`config.mk`:
```
export PLATFORM = sky130hd
export DESIGN_NAME = llc_req_driver
export DESIGN_NICKNAME = d
export VERILOG_FILES = /design/src/rtl/llc_req_driver.sv
export SDC_FILE = /design/constraint.sdc
export NUM_CORES = 1
export LEC_CHECK = 0
export CORE_ASPECT_RATIO = 1.2
export CORE_UTILIZATION = 51
export DETAILED_ROUTE_END_ITERATION = 6
export GPL_TIMING_DRIVEN = 1
export PLACE_DENSITY = 0.76
export SYNTH_ARGS = -nofsm -noshare
export SYNTH_HDL_FRONTEND = slang
export SYNTH_SLANG_ARGS = --single-unit
```
`constraint.sdc`:
```
create_clock -name clk -period 8.2 [get_ports clk]
set_clock_uncertainty 0.05 [all_clocks]
set_input_delay 2.05 -clock clk [delete_from_list [all_inputs] [get_ports clk]]
set_output_delay 2.05 -clock clk [all_outputs]
set_load 0.02 [all_outputs]
```
`src/rtl/llc_req_driver.sv`:
```
// rtl/llc_req_driver.sv - LLC request driver: command FIFO, fixed-latency LLC access FSM, responses and statistics
module llc_req_driver #(
  parameter int FIFO_DEPTH = 8,
  parameter int RESP_LAT   = 1,
  parameter int CNT_W      = 32
) (
  input  logic             clk,
  input  logic             reset,
  input  logic             cmd_valid,
  output logic             cmd_ready,
  input  logic             cmd_wr,
  input  logic [31:0]      cmd_addr,
  input  logic [7:0]       cmd_data,
  output logic             llc_cs,
  output logic             llc_wr,
  output logic [31:0]      llc_addr,
  output logic [7:0]       llc_data_in,
  input  logic             llc_hit,
  input  logic [7:0]       llc_data_out,
  output logic             rsp_valid,
  output logic             rsp_wr,
  output logic [31:0]      rsp_addr,
  output logic             rsp_hit,
  output logic [7:0]       rsp_data,
  input  logic             stat_clr,
  output logic [CNT_W-1:0] rd_cnt,
  output logic [CNT_W-1:0] wr_cnt,
  output logic [CNT_W-1:0] hit_cnt,
  output logic [CNT_W-1:0] miss_cnt,
  output logic             busy
);

  localparam int AW = $clog2(FIFO_DEPTH);
  // WAIT covers RESP_LAT-1 cycles, so the down-counter starts at RESP_LAT-2
  localparam int LW = (RESP_LAT > 2) ? $clog2(RESP_LAT) : 1;
  localparam logic [LW-1:0] WAIT_INIT = (RESP_LAT > 2) ? LW'(RESP_LAT - 2) : '0;
  localparam logic [AW:0]   FULL_CNT  = (AW + 1)'(FIFO_DEPTH);

  typedef enum logic [1:0] {S_IDLE, S_ISSUE, S_WAIT, S_CAPTURE} state_t;

  state_t state_q, state_d;

  logic          fifo_wr_mem   [FIFO_DEPTH];
  logic [31:0]   fifo_addr_mem [FIFO_DEPTH];
  logic [7:0]    fifo_data_mem [FIFO_DEPTH];
  logic [AW-1:0] wr_ptr_q, rd_ptr_q;
  logic [AW:0]   fifo_cnt_q;
  logic          fifo_push, fifo_pop, fifo_empty;

  logic [LW-1:0] wait_cnt_q;
  logic          capture_en;

  // last issued command: drives the held LLC port and tags the in-flight response
  logic          last_wr_q;
  logic [31:0]   last_addr_q;
  logic [7:0]    last_data_q;

  logic             rsp_valid_q, rsp_wr_q, rsp_hit_q;
  logic [31:0]      rsp_addr_q;
  logic [7:0]       rsp_data_q;
  logic [CNT_W-1:0] rd_cnt_q, wr_cnt_q, hit_cnt_q, miss_cnt_q;

  assign fifo_empty = (fifo_cnt_q == '0);
  assign cmd_ready  = (fifo_cnt_q != FULL_CNT);
  assign fifo_push  = cmd_valid && cmd_ready;
  assign busy       = !fifo_empty || (state_q != S_IDLE);

  // command storage; contents need no reset since occupancy gates every read
  always_ff @(posedge clk) begin
    if (fifo_push) begin
      fifo_wr_mem[wr_ptr_q]   <= cmd_wr;
      fifo_addr_mem[wr_ptr_q] <= cmd_addr;
      fifo_data_mem[wr_ptr_q] <= cmd_data;
    end
  end

  // FIFO pointers and occupancy
  always_ff @(posedge clk or posedge reset) begin
    if (reset) begin
      wr_ptr_q   <= '0;
      rd_ptr_q   <= '0;
      fifo_cnt_q <= '0;
    end else begin
      if (fifo_push) wr_ptr_q <= wr_ptr_q + AW'(1);
      if (fifo_pop)  rd_ptr_q <= rd_ptr_q + AW'(1);
      case ({fifo_push, fifo_pop})
        2'b10:   fifo_cnt_q <= fifo_cnt_q + (AW + 1)'(1);
        2'b01:   fifo_cnt_q <= fifo_cnt_q - (AW + 1)'(1);
        default: fifo_cnt_q <= fifo_cnt_q;
      endcase
    end
  end

  // FSM state register
  always_ff @(posedge clk or posedge reset) begin
    if (reset) state_q <= S_IDLE;
    else       state_q <= state_d;
  end

  // FSM next-state logic
  always_comb begin
    state_d = state_q;
    case (state_q)
      S_IDLE:    if (!fifo_empty) state_d = S_ISSUE;
      S_ISSUE:   state_d = (RESP_LAT > 1) ? S_WAIT : S_CAPTURE;
      S_WAIT:    if (wait_cnt_q == '0) state_d = S_CAPTURE;
      S_CAPTURE: state_d = fifo_empty ? S_IDLE : S_ISSUE;
      default:   state_d = S_IDLE;
    endcase
  end

  // FSM outputs: LLC strobe, FIFO pop and capture enable; port shows the head while issuing
  always_comb begin
    llc_cs      = 1'b0;
    fifo_pop    = 1'b0;
    capture_en  = 1'b0;
    llc_wr      = last_wr_q;
    llc_addr    = last_addr_q;
    llc_data_in = last_data_q;
    case (state_q)
      S_ISSUE: begin
        llc_cs      = 1'b1;
        fifo_pop    = 1'b1;
        llc_wr      = fifo_wr_mem[rd_ptr_q];
        llc_addr    = fifo_addr_mem[rd_ptr_q];
        llc_data_in = fifo_data_mem[rd_ptr_q];
      end
      S_CAPTURE: capture_en = 1'b1;
      default: ;
    endcase
  end

  // remember the issued command so the port holds it after cs drops
  always_ff @(posedge clk or posedge reset) begin
    if (reset) begin
      last_wr_q   <= 1'b0;
      last_addr_q <= '0;
      last_data_q <= '0;
    end else if (fifo_pop) begin
      last_wr_q   <= fifo_wr_mem[rd_ptr_q];
      last_addr_q <= fifo_addr_mem[rd_ptr_q];
      last_data_q <= fifo_data_mem[rd_ptr_q];
    end
  end

  // latency down-counter, loaded while issuing and run through WAIT
  always_ff @(posedge clk or posedge reset) begin
    if (reset) begin
      wait_cnt_q <= '0;
    end else if (state_q == S_ISSUE) begin
      wait_cnt_q <= WAIT_INIT;
    end else if (state_q == S_WAIT && wait_cnt_q != '0) begin
      wait_cnt_q <= wait_cnt_q - LW'(1);
    end
  end

  // response register: one-cycle valid pulse, payload held until the next response
  always_ff @(posedge clk or posedge reset) begin
    if (reset) begin
      rsp_valid_q <= 1'b0;
      rsp_wr_q    <= 1'b0;
      rsp_addr_q  <= '0;
      rsp_hit_q   <= 1'b0;
      rsp_data_q  <= '0;
    end else begin
      rsp_valid_q <= capture_en;
      if (capture_en) begin
        rsp_wr_q   <= last_wr_q;
        rsp_addr_q <= last_addr_q;
        rsp_hit_q  <= llc_hit;
        rsp_data_q <= last_wr_q ? 8'h00 : llc_data_out;
      end
    end
  end

  // saturating statistics; a clear wins over a same-cycle increment
  always_ff @(posedge clk or posedge reset) begin
    if (reset) begin
      rd_cnt_q   <= '0;
      wr_cnt_q   <= '0;
      hit_cnt_q  <= '0;
      miss_cnt_q <= '0;
    end else if (stat_clr) begin
      rd_cnt_q   <= '0;
      wr_cnt_q   <= '0;
      hit_cnt_q  <= '0;
      miss_cnt_q <= '0;
    end else if (rsp_valid_q) begin
      if (rsp_wr_q) begin
        if (wr_cnt_q != '1) wr_cnt_q <= wr_cnt_q + CNT_W'(1);
      end else begin
        if (rd_cnt_q != '1) rd_cnt_q <= rd_cnt_q + CNT_W'(1);
      end
      if (rsp_hit_q) begin
        if (hit_cnt_q != '1) hit_cnt_q <= hit_cnt_q + CNT_W'(1);
      end else begin
        if (miss_cnt_q != '1) miss_cnt_q <= miss_cnt_q + CNT_W'(1);
      end
    end
  end

  assign rsp_valid = rsp_valid_q;
  assign rsp_wr    = rsp_wr_q;
  assign rsp_addr  = rsp_addr_q;
  assign rsp_hit   = rsp_hit_q;
  assign rsp_data  = rsp_data_q;
  assign rd_cnt    = rd_cnt_q;
  assign wr_cnt    = wr_cnt_q;
  assign hit_cnt   = hit_cnt_q;
  assign miss_cnt  = miss_cnt_q;

endmodule
```
; Word level (Yosys, flattened, before mapping)
; Memories as Yosys holds them, arrays and structs flattened.
; Index checks and enable logic that the tools add are counted.
[op_classes]
n_eq_ne = 14
addsub = 9
n_mux = 31
n_reduce_logical = 21
[op_table]
columns = op, count
row1 = $mux W32, 17
row2 = $add A32 B1 Y32 const B, 4
row3 = $ne A32 B32 Y1 const B, 4
row4 = $reduce_bool A2 Y1, 10
row5 = $mux W8, 2
row6 = $reduce_and A3 Y1, 4
row7 = $mux W1, 8
row8 = $ne A2 B2 Y1 const B, 4
row9 = $pmux W2 S4, 1
row10 = $pmux W4 S2, 1
row11 = $add A3 B1 Y3 const B, 2
row12 = $eq A2 B2 Y1 const B, 3
row13 = $add A4 B1 Y4 const B, 1
row14 = $eq A2 B1 Y1 const B, 2
row15 = $logic_not A4 Y1, 1
row16 = $mux W2, 2
row17 = $ne A4 B4 Y1 const B, 1
row18 = $sub A4 B1 Y4 const B, 1
row19 = $logic_and A1 B1 Y1, 2
row20 = $logic_not A2 Y1, 1
row21 = $reduce_and A2 Y1, 1
row22 = $logic_not A1 Y1, 1
row23 = $logic_or A1 B1 Y1, 1
row24 = $sub A1 B1 Y1 const B, 1
[totals]
output_inout_bits = 215
register_bits = 225
word_cells = 95
ram_bits = 328
memories = 3
inputBits = 54
[mem_list]
columns = memory, depth, word_bits, read_ports, rd_clocked_by_memory_dff, write_ports, line_no
row1 = fifo_addr_mem, 8, 32, 1, 0, 1, 44  ; logic [31:0] fifo_addr_mem [FIFO_DEPTH];
row2 = fifo_data_mem, 8, 8, 1, 0, 1, 45  ; logic [7:0] fifo_data_mem [FIFO_DEPTH];
row3 = fifo_wr_mem, 8, 1, 1, 0, 1, 43  ; logic fifo_wr_mem [FIFO_DEPTH];

; Longest topological paths before layout
[logic_depth]
ltp_word = 5
depth_mapped = 11
ltp_nobuf = 10

; Least setup slack after synthesis
; Ideal clock, no wire load.
[synth_timing]
path_type = input-to-reg
start = input cmd_valid
end = memory fifo_addr_mem[0][0], enable pin
setup_ps = 490
cell_stages = 3
path_slack_ps = 2364
path_buffers = 0
arrival_ps = 5296
cell_sequence = nand2_1 or2_2 nor3_1
[synth_via]
elab_chain_cells = 3
[synth_lines]
columns = item, line_no
row1 = "start, declared", 9  ; input logic cmd_valid,
row2 = $logic_and A1 B1 Y1, 65  ; assign fifo_push = cmd_valid && cmd_ready;
row3 = $mux W1, 70  ; if (fifo_push) begin
row4 = $mux W1 (implied by the code), 72  ; fifo_addr_mem[wr_ptr_q] <= cmd_addr;
row5 = "end, declared", 44
; Every way passes these cells.

; Worst setup path in the final report
[layout_timing]
start = register rd_ptr_q[0]
end = output llc_addr[26]
[layout_via]
elab_chain_cells = 2
[layout_lines]
columns = item, line_no
row1 = "start, declared", 46  ; logic [AW-1:0] wr_ptr_q, rd_ptr_q;
row2 = "start signal, assigned", 85  ; if (fifo_pop) rd_ptr_q <= rd_ptr_q + AW'(1);
row3 = $mem_v2 Z8 W32, --
row4 = $mux W32, 120  ; case (state_q)
row5 = "end, declared", 16  ; output logic [31:0] llc_addr,
; Every way passes these cells.

==> results by group <==
Placed design
  – Buffers on Ports: 268
  – Detail Placement HPWL: 32,300 um
  – Gpl congestion: 0.840
  – Placed Area: 26,600 sq um

Critical path
  – Crit path cell chain: buf_4 -> mux4_2 -> mux2i_1 -> a21oi_1 -> clkdlybuf4s50_1
  – Max Fanout on Critical Path: 41
  – Critical path class: flop to output pin
  – CP delay by family, top: buffers and inverters
  – Worst path slowest cell: dfrtp_4
  – Crit path DAT: 3750 ps
  – Worst setup path endpoint: llc_addr[26]
  – Reg2reg end: hit_cnt[5]$_DFFE_PP0P_
  – WP data required: 6100 ps
  – CP Launch Type: flop
  – Stages on worst setup path: 5
  – FF-to-FF Start: hit_cnt[24]$_DFFE_PP0P_
  – Buffers & Inverters on Critical Path: 2
  – Slowest stage delay, CP: 970 ps
  – R2R Setup Slk: 5370 ps
  – Endpoint class of the critical path: output pin
  – CP Launch Point: rd_ptr_q[0]$_DFFE_PP0N_
  – Worst reg2reg path depth: 5

Logic synthesis
  – Synth warn: 0
  – Post-synthesis sequential area ratio: 0.666
  – Instance count of the mapped netlist: 1,589
  – Mapped Area: 23,200 sq um
  – Number of flops mapped to enable cells by yosys: 328
  – Number of distinct library cells after synthesis: 62
  – Predominant post-synthesis flop cell: edfxtp_1
  – Syn nets: 1,656
  – Synth Register Bits: 553
  – Mapped Avg Cell Area: 14.6 sq um
  – Async SR Flop Fraction: 0.407

Die
  – Die Footprint: 46,400 sq um
  – Io pins: 269
  – Initial Util: 0.518
  – Row count: 85
  – Chip Height: 236 um
  – Core area: 44,900 sq um
  – Die Width: 197 um

Detailed routing
  – Routed Antenna Nets: 0
  – DRT iter0 DRCs: 844
  – Vias per inst: 5.84
  – Via count: 14,700
  – Routed WL per cell: 21.1 um
  – WL final: 52,800 um
  – Drt drc: 0
  – Pre-antenna DRT Iters: 5

Global routing
  – Global-route wire length before repair: 83,100 um
  – Largest net degree at the start of global routing: 138
  – Initial antenna violation count: 4
  – GRT Util Overall: 0.230
  – Grt total ovfl: 0
  – Number of global-route vias before repair: 14,900

Clock network
  – Post-CTS setup buffers: 0
  – Num CTS Buffers: 54
  – CTS Root Cell: clkbuf_16
  – Clock Sinks: 553
  – CTS Buffer Depth: 3
  – Skew-Pair Late Insertion Delay: 600 ps
  – CTS tree: done
  – Post-CTS Resized: 0
  – H-tree depth: 2
  – Post-CTS Hold Buffers: 0
  – Clock transition at path regs: 60 ps

Layout
  – # fillers: 3,236
  – Final instance area: 28,500 sq um
  – Ratio of cells with drive above 1 in the final layout: 0.150
  – Fin nets: 1,920
  – Area delta synth->final: 22.6%

Worst hold path
  – Hold WC Path Type: flop to flop

Timing
  – Fmax: 0.171 GHz
  – Final Hold Viols: 0
  – Period utilization: 0.714
  – Final TNS setup: 0 ps
  – Max Slew Vio Count: 0
  – Final min period: 5850 ps
  – RSZ-0062 raised after global routing: false
  – Slew of the pin with the lowest slew margin: 1180 ps
  – Final setup fails: 0
  – Slew Limit Headroom: 0.211

Run
  – Max cap viols: 0

Run status
  – Status: completed

Pwr
  – Peak VDD IR: 0.364 mV
  – Static leakage: 10.0 nW
  – Cell Pwr Density: 326 nW/um^2
[registers in the layout, indices dropped and copies added (netlist names), 2 cells and up]
signal and flops:
wr_cnt 32, fifo_data_mem 64, fifo_cnt_q 4, wr_ptr_q 3, hit_cnt 32, last_addr_q 32, rsp_data 8, rsp_addr 32
fifo_addr_mem 256, miss_cnt 32, fifo_wr_mem 8, state_q 2, rd_ptr_q 3, last_data_q 8, rd_cnt 32
[metal layers]
| metal | GRT usage | vias to the layer above | part of all wire | wire length (um) |
|---|---|---|---|---|
| li1 | - | 6648 | - | - |
| met1 | 0.299 | 7448 | 0.41 | 21400 |
| met2 | 0.392 | 475 | 0.51 | 26900 |
| met3 | 0.0412 | 75 | 0.062 | 3260 |
| met4 | 0.0719 | 6 | 0.021 | 1130 |
| met5 | 0 | - | 0.00087 | 46 |
[layout by cell type, fill, tap and decap left out, types with 52 or more instances in the layout]
cell type          n
clkbuf_16         54
nor2_1           108
nand3_1           52
mux4_2            82
a21oi_1          115
edfxtp_1         328
dfrtp_1          222
nand2_1           65
clkdlybuf4s50_1  267
o21ai_0           53
mux2_2            52
[layout make-up]
type / count / area (sq um) / area share
sequential: 553 / 15500 / 0.544
multi-input combinational: 936 / 7420 / 0.260
timing repair buffer: 284 / 2810 / 0.0988
clock buffer: 70 / 1480 / 0.0520
tap: 609 / 762 / 0.0268
clock inverter: 31 / 422 / 0.0148
inverter: 24 / 93.8 / 0.00329
antenna: 1 / 2.50 / 0.0000879
[report_power, final]
group | switching (mW) | leakage [nW] | internal, mW
sequential | 0.360 | 5.86 | 3.47
combinational | 1.50 | 3.27 | 1.33
clock | 1.08 | 0.919 | 1.54
total | 2.94 | 10.0 | 6.34
[Yosys cell counts, types with 8 or more instances]
master | count | area share
edfxtp_1 | 328 | 0.42
o31ai_1 | 23 | 0.0074
nor2b_1 | 29 | 0.0078
xor2_1 | 24 | 0.0090
nand4_1 | 30 | 0.0081
buf_1 | 10 | 0.0016
nor3_1 | 20 | 0.0043
nand3_1 | 52 | 0.011
dfrtp_1 | 225 | 0.24
and2_1 | 8 | 0.0022
mux2_2 | 52 | 0.025
or4_1 | 31 | 0.010
nor2_1 | 114 | 0.018
clkbuf_1 | 48 | 0.0078
nor4_1 | 14 | 0.0038
ha_1 | 13 | 0.0070
and3_1 | 19 | 0.0051
inv_1 | 24 | 0.0039
or3_1 | 44 | 0.012
o21ai_0 | 53 | 0.011
mux4_2 | 82 | 0.079
buf_2 | 16 | 0.0034
mux2i_1 | 43 | 0.019
and4_1 | 16 | 0.0060
a21oi_1 | 115 | 0.025
xnor2_1 | 12 | 0.0045
nand2_1 | 65 | 0.011
[stage by stage]
stage          cells  power [mW]  utilization  setup slack [ps]  hold slack, ps
6_report        2508        9.28        0.635              2350             449
5_1_grt         2508        9.67        0.635              2120             473
4_1_cts         2507        9.38        0.635              2270             448
3_5_place_dp    2406        6.71        0.592              2940             433
3_3_place_gp    2406        6.63        0.592              2970             426
2_1_floorplan   1589        5.58            -              2360             412
[worst min-delay path by stage]
stage                                     startpoint                         to  cells after the start
after floorplan                last_wr_q$_DFFE_PP0N_    rsp_data[6]$_DFFE_PP0P_                      1
after global placement     fifo_cnt_q[3]$_DFFE_PP0P_  fifo_cnt_q[3]$_DFFE_PP0P_                      1
after detailed placement   fifo_cnt_q[3]$_DFFE_PP0P_  fifo_cnt_q[3]$_DFFE_PP0P_                      1
after CTS                  fifo_cnt_q[3]$_DFFE_PP0P_  fifo_cnt_q[3]$_DFFE_PP0P_                      1
after global routing      last_addr_q[2]$_DFFE_PP0N_    rsp_addr[2]$_DFFE_PP0P_                      1
final                      fifo_cnt_q[3]$_DFFE_PP0P_  fifo_cnt_q[3]$_DFFE_PP0P_                      1
[kinds of logic (layout without fill, tap and decap cells)]
kind of cell,after synthesis,in the layout,share of synthesized area
flip-flops,553,553,0.666
AND/OR/NAND/NOR,472,472,0.111
AO/OA/AOI/OAI,235,235,0.0598
multiplexers,180,180,0.125
buffers and inverters,100,409,0.0173
XOR/XNOR,36,36,0.0136
adder cells (fa/ha/maj),13,13,0.00700
other,0,1,0
No activity file was read; power rests on OpenSTA's default activity.
